`src/rtl/clock_divider_pkg.sv`:
```
// Shared constants and mode encoding for the programmable clock divider.
package clock_divider_pkg;

  localparam int MAX_CHANNELS  = 8;
  localparam int DEFAULT_DIV_C = 3;

  typedef enum logic {
    MODE_SQUARE = 1'b0,
    MODE_PULSE  = 1'b1
  } div_mode_t;

endpackage

```
`src/rtl/clock_divider_chan.sv`:
```
// One divider channel: wrap counter, shadow/active configuration and output shaping.
module clock_divider_chan
  import clock_divider_pkg::*;
#(
  parameter int WIDTH       = 28,
  parameter int DEFAULT_DIV = DEFAULT_DIV_C
) (
  input  logic             clock_in,
  input  logic             reset_n,
  input  logic             enable,
  input  logic             we,
  input  logic [WIDTH-1:0] div,
  input  logic             mode,
  output logic             clock_out,
  output logic             tick,
  output logic             pending
);

  localparam logic [WIDTH-1:0] RESET_DIV = WIDTH'(DEFAULT_DIV);
  localparam logic [WIDTH-1:0] ONE       = WIDTH'(1);

  logic [WIDTH-1:0] count;
  logic [WIDTH-1:0] div_act;
  logic [WIDTH-1:0] div_sh;
  logic [WIDTH-1:0] last;
  div_mode_t        mode_act;
  div_mode_t        mode_sh;
  div_mode_t        next_mode;
  logic             wrap;
  logic             apply;
  logic             out_nxt;

  // div_act is never zero, so the decrement cannot underflow.
  assign last  = div_act - ONE;
  assign wrap  = enable && (count >= last);
  assign apply = pending && (!enable || wrap);

  // A mode change takes effect on the applying wrap itself.
  always_comb begin
    out_nxt   = clock_out;
    next_mode = apply ? mode_sh : mode_act;
    if (enable) begin
      if (wrap) begin
        if (next_mode == MODE_PULSE) out_nxt = 1'b1;
        else if (mode_act == MODE_PULSE) out_nxt = 1'b0;
        else out_nxt = ~clock_out;
      end else if (mode_act == MODE_PULSE) begin
        out_nxt = 1'b0;
      end
    end
  end

  always_ff @(posedge clock_in or negedge reset_n) begin
    if (!reset_n) begin
      count     <= '0;
      tick      <= 1'b0;
      clock_out <= 1'b0;
      pending   <= 1'b0;
      div_act   <= RESET_DIV;
      div_sh    <= RESET_DIV;
      mode_act  <= MODE_SQUARE;
      mode_sh   <= MODE_SQUARE;
    end else begin
      if (!enable) begin
        count <= '0;
        tick  <= 1'b0;
      end else if (wrap) begin
        count <= '0;
        tick  <= 1'b1;
      end else begin
        count <= count + ONE;
        tick  <= 1'b0;
      end
      clock_out <= out_nxt;
      // Active takes the old shadow here; a same-cycle write waits for the next wrap.
      if (apply) begin
        div_act  <= div_sh;
        mode_act <= mode_sh;
      end
      if (we) begin
        div_sh  <= div;
        mode_sh <= div_mode_t'(mode);
        pending <= 1'b1;
      end else if (apply) begin
        pending <= 1'b0;
      end
    end
  end

endmodule

```
`src/rtl/clock_divider_prog.sv`:
```
// Multi-channel programmable clock divider with write decode and rejected-write flag.
module clock_divider_prog
  import clock_divider_pkg::*;
#(
  parameter int CHANNELS    = 2,
  parameter int WIDTH       = 28,
  parameter int DEFAULT_DIV = DEFAULT_DIV_C,
  localparam int SEL_W      = (CHANNELS > 1) ? $clog2(CHANNELS) : 1
) (
  input  logic                clock_in,
  input  logic                reset_n,
  input  logic [CHANNELS-1:0] enable,
  input  logic                cfg_we,
  input  logic [SEL_W-1:0]    cfg_sel,
  input  logic [WIDTH-1:0]    cfg_div,
  input  logic                cfg_mode,
  output logic [CHANNELS-1:0] clock_out,
  output logic [CHANNELS-1:0] tick,
  output logic [CHANNELS-1:0] cfg_pending,
  output logic                cfg_err
);

  localparam logic [SEL_W:0] CHAN_LIMIT = (SEL_W + 1)'(CHANNELS);

  logic cfg_ok;

  // Extra select bit keeps the range check exact for non-power-of-two counts.
  assign cfg_ok = (cfg_div != '0) && ({1'b0, cfg_sel} < CHAN_LIMIT);

  always_ff @(posedge clock_in or negedge reset_n) begin
    if (!reset_n) cfg_err <= 1'b0;
    else          cfg_err <= cfg_we && !cfg_ok;
  end

  for (genvar ch = 0; ch < CHANNELS; ch++) begin : g_chan
    logic chan_we;
    assign chan_we = cfg_we && cfg_ok && (cfg_sel == SEL_W'(ch));

    clock_divider_chan #(
      .WIDTH       (WIDTH),
      .DEFAULT_DIV (DEFAULT_DIV)
    ) u_chan (
      .clock_in  (clock_in),
      .reset_n   (reset_n),
      .enable    (enable[ch]),
      .we        (chan_we),
      .div       (cfg_div),
      .mode      (cfg_mode),
      .clock_out (clock_out[ch]),
      .tick      (tick[ch]),
      .pending   (cfg_pending[ch])
    );
  end

endmodule

```
`config.mk`:
```
export PLATFORM = sky130hd
export DESIGN_NAME = clock_divider_prog
export DESIGN_NICKNAME = d
export VERILOG_FILES = /design/src/rtl/clock_divider_pkg.sv /design/src/rtl/clock_divider_chan.sv /design/src/rtl/clock_divider_prog.sv
export SDC_FILE = /design/constraint.sdc
export NUM_CORES = 1
export LEC_CHECK = 0
export BUFFER_PORTS_ARGS = -buffer_cell sky130_fd_sc_hd__clkbuf_2
export CAP_MARGIN = 10
export CORE_AREA = 5 5 138 140
export DETAILED_ROUTE_END_ITERATION = 10
export DIE_AREA = 0 0 143 145
export PLACE_DENSITY = 0.71
export SLEW_MARGIN = 10
export SYNTH_ARGS = -nofsm -noshare
export SYNTH_HDL_FRONTEND = slang
export SYNTH_HIERARCHICAL = 1
export SYNTH_SLANG_ARGS = --single-unit
```
`constraint.sdc`:
```
create_clock -name clock_in -period 4.2 [get_ports clock_in]
set_clock_uncertainty 0.1 [all_clocks]
set_input_delay 0.84 -clock clock_in [delete_from_list [all_inputs] [get_ports clock_in]]
set_output_delay 0.84 -clock clock_in [all_outputs]
set_load 0.005 [all_outputs]
```
==> reports/metrics.yaml, run 1 <==
gr-total-overflow: 0
port_buffers: 41
cp_num_buf_inv: 2
path_clk_slew_ps: 60
cts_buffer_depth: 2
crit_type: "reg2reg"
crit_arrival_ps: 4490
yosys_most_used_dff: "dfrtp_1"
cts_buffers: 17
coreArea_um2: 17700
r2r-end: "g_chan[0].u_chan/div_act[4]"
fin_nets: 1018
synth.yosys.seq_area_share: 0.472
reg2reg_depth: 15
htreeDepth: 4
p_leak_uw: 0.00492
cp-start-kind: "register"
die_w_um: 143
syn-mean-instance-area_um2: 11.5
vias: 6587
io_pins: 42
setup_viol: 29
outcome: "finished with violations"
synth.top_cells.by_area: "dfrtp_1 (45%), mux2_2 (11%), ha_1 (7.9%)"
drc: 0
syn_area_um2: 9510
synth_area_leader_cell: "dfrtp_1"
synthArstFlopShare: 1.00
synth_top_cell_area_share: 0.450
grt_pass1_vias: 6536
cp_max_fo: 15
cp_common_cell: "or3_4"
drive_gt1_frac: 0.296
synth_edf_count: 0
r2r-start: "g_chan[0].u_chan/div_act[11]"
p_total_uw: 4880
synthCells: 827
max_freq_mhz: 234
hpwl_mm: 14.0
drv_slew: 0
clock_latency_ps: 430
max_stage_delay_ps: 540
viasPerCell: 5.65
fp-row-count: 49
rrSetupSlack_ps: -80
hold_path_class: "in2async"
totalNegativeSetupSlack_ps: -1660
place_inst: 1121
syn_nets: 922
grt_max_degree: 83
gp_congestion: 0.828
critical_path.slowest_cell: "or4_4"
cp_num_cells: 15
grt_pass1_wl_mm: 32.7
crit_family: "simple AND/OR/NAND/NOR gates"
area_delta_synth_final_pct: 17.8
rsz0062_at_grt: "true"
antenna_found_initial: 0
critPathCaptureType: "register"
yosys_warnings: 6
crit_chain: "or4_4, or3_4, or3_4, nand2b_4, nor4_4, xnor2_1, ha_1, nand4_1, nor4_2, buf_4, and4_4, o41ai_4, a31oi_4, buf_12, mux2_2"
setup_slack_ps: -76.7
drt_wl_total_mm: 20.4
start_util: 0.537
synth_cell_type_count: 58
ys_seq_elements: 179
fin_crit_sh: 1.02
violations: "negative setup slack"
cts_tree: "yes"
track_usage: 0.194
cp.required_ps: 4410
drt_iter0_drc: 328
finalHoldViolCount: 0
power_density_nw_per_um2: 436
die_y_um: 145
die_area_um2: 20700
n_antenna_cell: 0
finalNonFillerCells: 1165
maxCapViolCount: 0
fin_crit_ps: 4280
wl_per_cell_um: 17.5
tightest_slew_ps: 1040
firstDrtPassIters: 5
antenna_left: 0
cts_sinks: 179
cts_root_buf: "clkbuf_16"
ir_worst_vdd_v: 0.000342
maxSlewHeadroom: 0.303
[per-stage QoR]
step | area, µm² | utilization | hold slack [ps] | worst slack, ps
2_1_floorplan | 9520 | - | 354 | 35.1
3_3_place_gp | 10300 | 0.582 | 371 | 67.6
3_5_place_dp | 10300 | 0.582 | 378 | -27.0
4_1_cts | 10900 | 0.614 | 367 | -37.0
5_1_grt | 11200 | 0.632 | 397 | -244
6_report | 11200 | 0.632 | 322 | -76.7
[cells in the mapped netlist (3+ instances only)]
cell and number:
a211oi_1 4, a21o_1 4, a21oi_1 18, and2_1 3
and3_1 9, and4_1 6, buf_2 8, clkbuf_1 9
dfrtp_1 171, dfstp_2 8, ha_1 60, inv_1 14
mux2_1 17, mux2_2 89, mux2_4 10, nand2_1 42
nand2b_1 4, nand3_1 31, nand3b_1 3, nand4_1 22
nor2_1 98, nor3_1 19, nor4_1 17, nor4_2 3
nor4_4 4, o21ai_0 7, or3_1 5, xnor2_1 55
xor2_1 49
[layout by cell type (no fill, tap or decap), types with 14 or more instances in the layout]
cell type | Yosys | layout
dfrtp_1 | 171 | 170
nor2_1 | 98 | 94
mux2_2 | 89 | 79
ha_1 | 60 | 60
xnor2_1 | 55 | 55
xor2_1 | 49 | 49
buf_4 | 0 | 46
nand2_1 | 42 | 41
clkbuf_2 | 0 | 40
nand3_1 | 31 | 30
mux2_4 | 10 | 28
nand4_1 | 22 | 22
clkbuf_16 | 0 | 20
nor3_1 | 19 | 16
a21oi_1 | 18 | 16
nor4_1 | 17 | 15
inv_1 | 14 | 14
[state kept, by name, indices dropped and copies added (netlist names)]
name,count
g_chan.u_chan/mode_sh,2
g_chan.u_chan/div_act,56
cfg_err,1
g_chan.u_chan/tick,2
g_chan.u_chan/clock_out,2
g_chan.u_chan/mode_act,2
g_chan.u_chan/div_sh,56
g_chan.u_chan/count,56
g_chan.u_chan/pending,2
[cell families after synthesis]
logic type / Yosys count / share of synthesized area
simple gates: 281 / 0.157
flops: 179 / 0.472
mux: 118 / 0.143
xor+xnor: 104 / 0.0957
fa+ha+maj: 60 / 0.0789
compound gates: 52 / 0.0371
buf+inv: 33 / 0.0156
[cell type report]
type | count | area [µm²]
Clock buffer | 24 | 482
Clock inverter | 8 | 78.8
Fill cell | 1388 | 6520
Inverter | 14 | 52.6
Multi-Input combinational cell | 615 | 5080
Sequential cell | 179 | 4490
Tap cell | 229 | 287
Timing Repair Buffer | 96 | 734
[worst max-delay path by stage]
| stage | endpoint | startpoint | slack (ps) |
|---|---|---|---|
| floorplan | g_chan[0].u_chan/div_act[18] | g_chan[0].u_chan/div_act[9] | 40 |
| global placement | g_chan[0].u_chan/div_act[20] | g_chan[0].u_chan/div_act[11] | 70 |
| detailed placement | g_chan[0].u_chan/div_act[4] | g_chan[0].u_chan/div_act[11] | -30 |
| CTS | g_chan[0].u_chan/div_act[4] | g_chan[0].u_chan/div_act[11] | -40 |
| global route | g_chan[0].u_chan/div_act[16] | g_chan[0].u_chan/div_act[11] | -240 |
| finish | g_chan[0].u_chan/div_act[4] | g_chan[0].u_chan/div_act[11] | -80 |
[report_power, final]
group          switching [µW]  internal [µW]
registers                 277           2000
clock network             649            863
logic                     488            607
total                    1410           3470
[routing by layer]
metal / routed length (µm) / share of wire / vias to the layer above / GRT usage
li1: - / - / 3133 / -
met1: 9860 / 0.48 / 3341 / 0.282
met2: 9510 / 0.47 / 96 / 0.298
met3: 720 / 0.035 / 17 / 0.0378
met4: 257 / 0.013 / 0 / 0.0556
met5: 0 / 0 / - / 0
[what timing repair did]
| action | 4_1_cts | 5_1_grt |
|---|---|---|
| pin swaps | 0 | 11 |
| cloned | 0 | 5 |
| gates resized for setup | 0 | 38 |
| setup buffers | 0 | 7 |
| setup endpoints to repair | 27 | 86 |
| hold buffers | 0 | 0 |
Note: power is estimated with default switching activity, not from simulation.
==> inputs of run 2 (changes only) <==
Settings changed: ABC_AREA from default to 1, CORE_AREA 5 5 138 140 to 5 5 143 145, CTS_CLUSTER_DIAMETER from default to 80, DIE_AREA 0 0 143 145 to 0 0 148 150, GPL_ROUTABILITY_DRIVEN from default to 0.
==> reports/metrics.yaml, run 2 <==
syn-mean-instance-area_um2: 8.12  # -29%
holdWs_ps: 331  # +8.46 ps
cts_buffer_depth: 2  # unchanged
io_pins: 42  # unchanged
synth_cell_type_count: 41  # -29%
n_antenna_cell: 0  # unchanged
cp_max_fo: 58  # +43
track_usage: 0.216  # +0.0220
maxCapViolCount: 0  # unchanged
max_freq_mhz: 278  # +19%
p_leak_uw: 0.00560  # +14%
multiInputGateArea_um2: 5020  # -1.1%
cp_common_cell: "nand2_1"
outcome: "complete, no violations"
setup_viol: 0  # -100%
nFillCells: 1669  # +20%
synth_top_cell_area_share: 0.416  # -0.0340
critPathCaptureType: "register"
cp.required_ps: 4480  # +70 ps
synth_common_cells: "nand2_1 (300), dfrtp_1 (171), inv_1 (163), nor2_1 (162), o21ai_0 (91)"
max_stage_delay_ps: 380  # -160 ps
wl_per_cell_um: 14.5  # -17%
synth.most_common_cell: "nand2_1"
post-cts-setup-buffer-count: 0  # unchanged
hpwl_mm: 17.2  # +22%
holdBufCountCts: 0  # unchanged
drc: 0  # unchanged
cp_num_buf_inv: 6  # +4
final-seq-area_um2: 4490  # about the same
cp-start-kind: "register"
mostFrequentLayoutCells: "nand2_1 (300), dfrtp_1 (171), inv_1 (163), nor2_1 (162), o21ai_0 (91)"
firstDrtPassIters: 9  # +4
start_util: 0.539  # +0.00248
path_clk_slew_ps: 80  # +20 ps
cts_sinks: 179  # unchanged
fin_crit_sh: 0.855  # -0.163
rsz0062_at_grt: "false"
ys_seq_elements: 179  # unchanged
synth_edf_count: 0  # unchanged
drt_iter0_drc: 479  # +46%
grt_pass1_wl_mm: 38.8  # +19%
antenna_left: 0  # unchanged
reg_top3: "g_chan.u_chan/count: 56 flops, g_chan.u_chan/div_act: 56 flops, g_chan.u_chan/div_sh: 56 flops"
cts_root_buf: "clkbuf_16"
syn_nets: 1362  # +48%
crit_family: "simple AND/OR/NAND/NOR gates"
antenna_found_initial: 0  # unchanged
die_w_um: 148  # +3.5%
fp-row-count: 51  # +4.1%
drive_gt1_frac: 0.121  # -0.175
crit_type: "reg2reg"
cts_buffers: 17  # unchanged
coreArea_um2: 19100  # +7.7%
grt_pass1_vias: 7919  # +21%
power_density_nw_per_um2: 438  # +0.57%
cts_tree: "yes"
totalNegativeSetupSlack_ps: 0  # +1660 ps
drv_slew: 0  # unchanged
drt_wl_total_mm: 22.6  # +11%
die_y_um: 150  # +3.4%
grt_max_degree: 81  # -2.4%
placed_area_um2: 10700  # +4.2%
post-route-util: 0.597  # -0.0350
fin_crit_ps: 3590  # -685 ps
finalHoldViolCount: 0  # unchanged
critical_path.slowest_cell: "dfstp_2"
ir_worst_vdd_v: 0.000336  # -1.6%
crit_arrival_ps: 3870  # -620 ps
htreeDepth: 4  # unchanged
synth.yosys.seq_area_share: 0.436  # -0.0357
fin_nets: 1402  # +38%
area_delta_synth_final_pct: 10.7
hold_path_class: "in2async"
synth.top_cells.by_area: "dfrtp_1 (42%), nand2_1 (11%), ha_1 (7.3%)"
fin_area_um2: 11400  # +1.7%
synthCells: 1267  # +53%
maxSlewHeadroom: 0.494  # +0.191
synth_area_leader_cell: "dfrtp_1"
gr-total-overflow: 0  # unchanged
port_buffers: 41  # unchanged
clock_latency_ps: 430  # about the same
vias: 8033  # +22%
die_area_um2: 22200  # +7.1%
yosys_warnings: 6  # unchanged
yosys_most_used_dff: "dfrtp_1"
viasPerCell: 5.16  # -8.8%
layout_commonest_cell: "nand2_1"
cts_resized: 0  # unchanged
synthArstFlopShare: 1.00  # unchanged
tightest_slew_ps: 759  # -284 ps
syn_area_um2: 10300  # +8.2%
[run 2: logic make-up (layout without fill, tap and decap cells)]
kind of cell | count (synthesis) | count (layout) | synth area share
AOI/OAI and AO/OA | 145 | 145 | 0.0727
buffers and inverters | 196 | 249 | 0.0768
and+or+nand+nor | 594 | 594 | 0.262
xor gates and xnor gates | 91 | 91 | 0.0774
DFF | 179 | 179 | 0.436
adders and majority gates | 60 | 60 | 0.0729
muxes | 2 | 2 | 0.00219
[run 2: worst reg2reg max path: cells and delay by family (launching register included)]
kind	cells	cell delay [ps]
and+or+nand+nor	15	1690
buffers and inverters	6	530
adders and majority gates	2	440
DFF	1	380
AOI/OAI and AO/OA	1	210
xor gates and xnor gates	1	200
[run 2: path summary, 6_finish.rpt]
path / from / to / slack (ps) / cells after the start
max reg2reg: g_chan[1].u_chan/div_act[0] / g_chan[1].u_chan/clock_out / 610 / 25
min reg2reg: g_chan[1].u_chan/div_sh[1] / g_chan[1].u_chan/div_sh[1] / 390 / 2
min: reset_n / g_chan[1].u_chan/count[16] / 330 / 1
max: g_chan[1].u_chan/div_act[0] / g_chan[1].u_chan/clock_out / 610 / 25
min in group clock_in: g_chan[1].u_chan/div_sh[1] / g_chan[1].u_chan/div_sh[1] / 390 / 2
max in group asynchronous: reset_n / g_chan[0].u_chan/count[3] / 2780 / 2
[run 2: routing by layer]
metal,vias to the layer above,track usage,share of wire
li1,4075,-,-
met5,-,0,0
met3,28,0.0351,0.038
met1,3766,0.309,0.49
met2,164,0.347,0.46
met4,0,0.0536,0.013
[run 2: area by class of cell]
class,instances,area share
Timing Repair Buffer,52,0.0280
Clock buffer,17,0.0373
Tap cell,238,0.0261
Clock inverter,15,0.0195
Multi-Input combinational cell,892,0.441
Sequential cell,179,0.394
Inverter,165,0.0543
[run 2: report_power, final]
group | switching (µW) | internal, µW
Clock | 810 | 882
Combinational | 691 | 425
Sequential | 236 | 1950
[run 2: through the flow]
stage / setup slack, ps / instances / total power, µW
2_1_floorplan: 1240 / 1267 / 3000
3_3_place_gp: 734 / 1526 / 3290
3_5_place_dp: 627 / 1526 / 3340
4_1_cts: 601 / 1558 / 5040
5_1_grt: 125 / 1558 / 5340
6_report: 608 / 1558 / 5000
==> inputs of run 3 (changes only) <==
Settings changed: ABC_AREA 1 to 0, CORE_AREA 5 5 143 145 to 5 5 138 140, DIE_AREA 0 0 148 150 to 0 0 143 145, PLACE_DENSITY 0.71 to 0.69.
Clock period 4.2 ns to 4.25 ns, I/O delays scaled along.
==> reports/metrics.yaml, run 3 (synthesis results as in run 1) <==
holdWs_ps: 327  # -3.63 ps
coreArea_um2: 17700  # -7.1%
layout_commonest_cell: "dfrtp_1"
reg2reg_depth: 15  # -40%
critical_path.slowest_cell: "or4_4"
n_antenna_cell: 0  # unchanged
wl_per_cell_um: 17.1  # +18%
crit_family: "simple AND/OR/NAND/NOR gates"
antenna_left: 0  # unchanged
grt_pass1_vias: 6443  # -19%
reg_top3: "g_chan.u_chan/count: 56 flops, g_chan.u_chan/div_act: 56 flops, g_chan.u_chan/div_sh: 56 flops"
fin_crit_ps: 4330  # +736 ps
mostFrequentLayoutCells: "dfrtp_1 (171), nor2_1 (98), mux2_2 (79), ha_1 (60), xnor2_1 (55)"
cts_sinks: 179  # unchanged
cts_root_buf: "clkbuf_16"
vias: 6336  # -21%
maxCapViolCount: 0  # unchanged
max_freq_mhz: 231  # -17%
rsz0062_at_grt: "true"
start_util: 0.537  # -0.00248
viasPerCell: 5.51  # +6.9%
die_w_um: 143  # -3.4%
port_buffers: 41  # unchanged
drive_gt1_frac: 0.269  # +0.148
ir_worst_vdd_v: 0.000329  # -2.2%
cp_num_cells: 15  # -40%
fin_nets: 1003  # -28%
rrSetupSlack_ps: -80  # -690 ps
finalHoldViolCount: 0  # unchanged
maxSlewHeadroom: 0.451  # -0.0435
grt_max_degree: 72  # -11%
cts_buffers: 17  # unchanged
crit_chain: "or4_4, or3_4, or3_4, nand2b_4, nor4_4, xnor2_1, ha_1, nand4_1, nor4_2, and4_1, o41ai_4, a31oi_4, buf_12, clkbuf_16, mux2_2"
hpwl_mm: 13.8  # -20%
drt_wl_total_mm: 19.7  # -13%
outcome: "finished with violations"
post-route-util: 0.626  # +0.0285
nFillCells: 1384  # -17%
crit_type: "reg2reg"
area_delta_synth_final_pct: 16.5
die_y_um: 145  # -3.3%
fin_crit_sh: 1.02  # +0.163
hold_path_class: "in2async"
drv_slew: 0  # unchanged
path_clk_slew_ps: 70  # about the same
cts_buffer_depth: 2  # unchanged
cts_tree: "yes"
cp.required_ps: 4450  # -30 ps
drc: 0  # unchanged
totalNegativeSetupSlack_ps: -1370  # -1370 ps
track_usage: 0.191  # -0.0247
critPathCaptureType: "register"
cp_max_fo: 7  # -88%
cp_num_buf_inv: 2  # -4
htreeDepth: 4  # unchanged
max_stage_delay_ps: 540  # +160 ps
antenna_found_initial: 0  # unchanged
gr-total-overflow: 0  # unchanged
p_leak_uw: 0.00485  # -13%
clock_latency_ps: 430  # about the same
grt_pass1_wl_mm: 32.2  # -17%
setup_slack_ps: -77.5  # -686 ps
firstDrtPassIters: 4  # -5
violations: "negative setup slack"
holdBufCountCts: 0  # unchanged
cp_common_cell: "or3_4"
place_ws_ps: -105  # -732 ps
die_area_um2: 20700  # -6.6%
power_density_nw_per_um2: 436  # -0.59%
tightest_slew_ps: 816  # +57.7 ps
crit_arrival_ps: 4530  # +660 ps
fp-row-count: 49  # -3.9%
setup_viol: 29  # +29
drt_iter0_drc: 292  # -39%
io_pins: 42  # unchanged
cp-start-kind: "register"
## run 3: cell types whose count changed in the layout (fill, tap and decap cells not counted), sizes merged, moves of 9 or more
cell / before / now
nand2: 310 / 42
o21ai: 117 / 9
inv: 172 / 18
nor2: 187 / 98
mux2: 2 / 116
buf: 12 / 38
xnor2: 41 / 55
and3: 0 / 9
nor4: 8 / 24
## run 3: power by group
part           internal [µW]  switching, µW
combinational            544            445
sequential              1970            278
clock                    911            680
total                   3430           1400
## run 3: final timing paths
| kind | start | end |
|---|---|---|
| setup reg to reg | g_chan[0].u_chan/div_act[11] | g_chan[0].u_chan/div_act[10] |
| hold reg to reg | g_chan[1].u_chan/div_sh[15] | g_chan[1].u_chan/div_act[15] |
| hold / removal | reset_n | g_chan[1].u_chan/count[8] |
| max in group asynchronous | reset_n | g_chan[0].u_chan/mode_sh |
| min in group clock_in | g_chan[1].u_chan/div_sh[15] | g_chan[1].u_chan/div_act[15] |
| setup / recovery | g_chan[0].u_chan/div_act[11] | g_chan[0].u_chan/div_act[10] |
## run 3: cell type report
cell class | instances | area (µm²) | share of cell area
Sequential cell | 179 | 4490 | 0.405
Multi-Input combinational cell | 615 | 5000 | 0.451
Tap cell | 229 | 287 | 0.0258
Timing Repair Buffer | 81 | 652 | 0.0588
Clock inverter | 12 | 146 | 0.0132
Inverter | 14 | 52.6 | 0.00474
Clock buffer | 20 | 457 | 0.0412
## run 3: metrics by stage
stage / instance area [µm²] / cells / power [µW]
floorplan: 9520 / 827 / 2880
global route: 11100 / 1150 / 5100
CTS: 10800 / 1139 / 4830
global placement: 10200 / 1107 / 3170
detailed placement: 10200 / 1107 / 3200
finish: 11100 / 1150 / 4830
## run 3: routing by layer
metal / vias to the layer above / GRT usage / wire [µm]
li1: 3108 / - / -
met1: 3129 / 0.260 / 9000
met2: 80 / 0.312 / 9890
met3: 19 / 0.0362 / 486
met4: 0 / 0.0585 / 325
met5: - / 0 / 0
## run 3: what timing repair did
item,in CTS,in global routing
pin swaps,0,6
cloned,0,5
buffers inserted,0,7
gates resized for setup,2,22
setup endpoints to repair,29,49
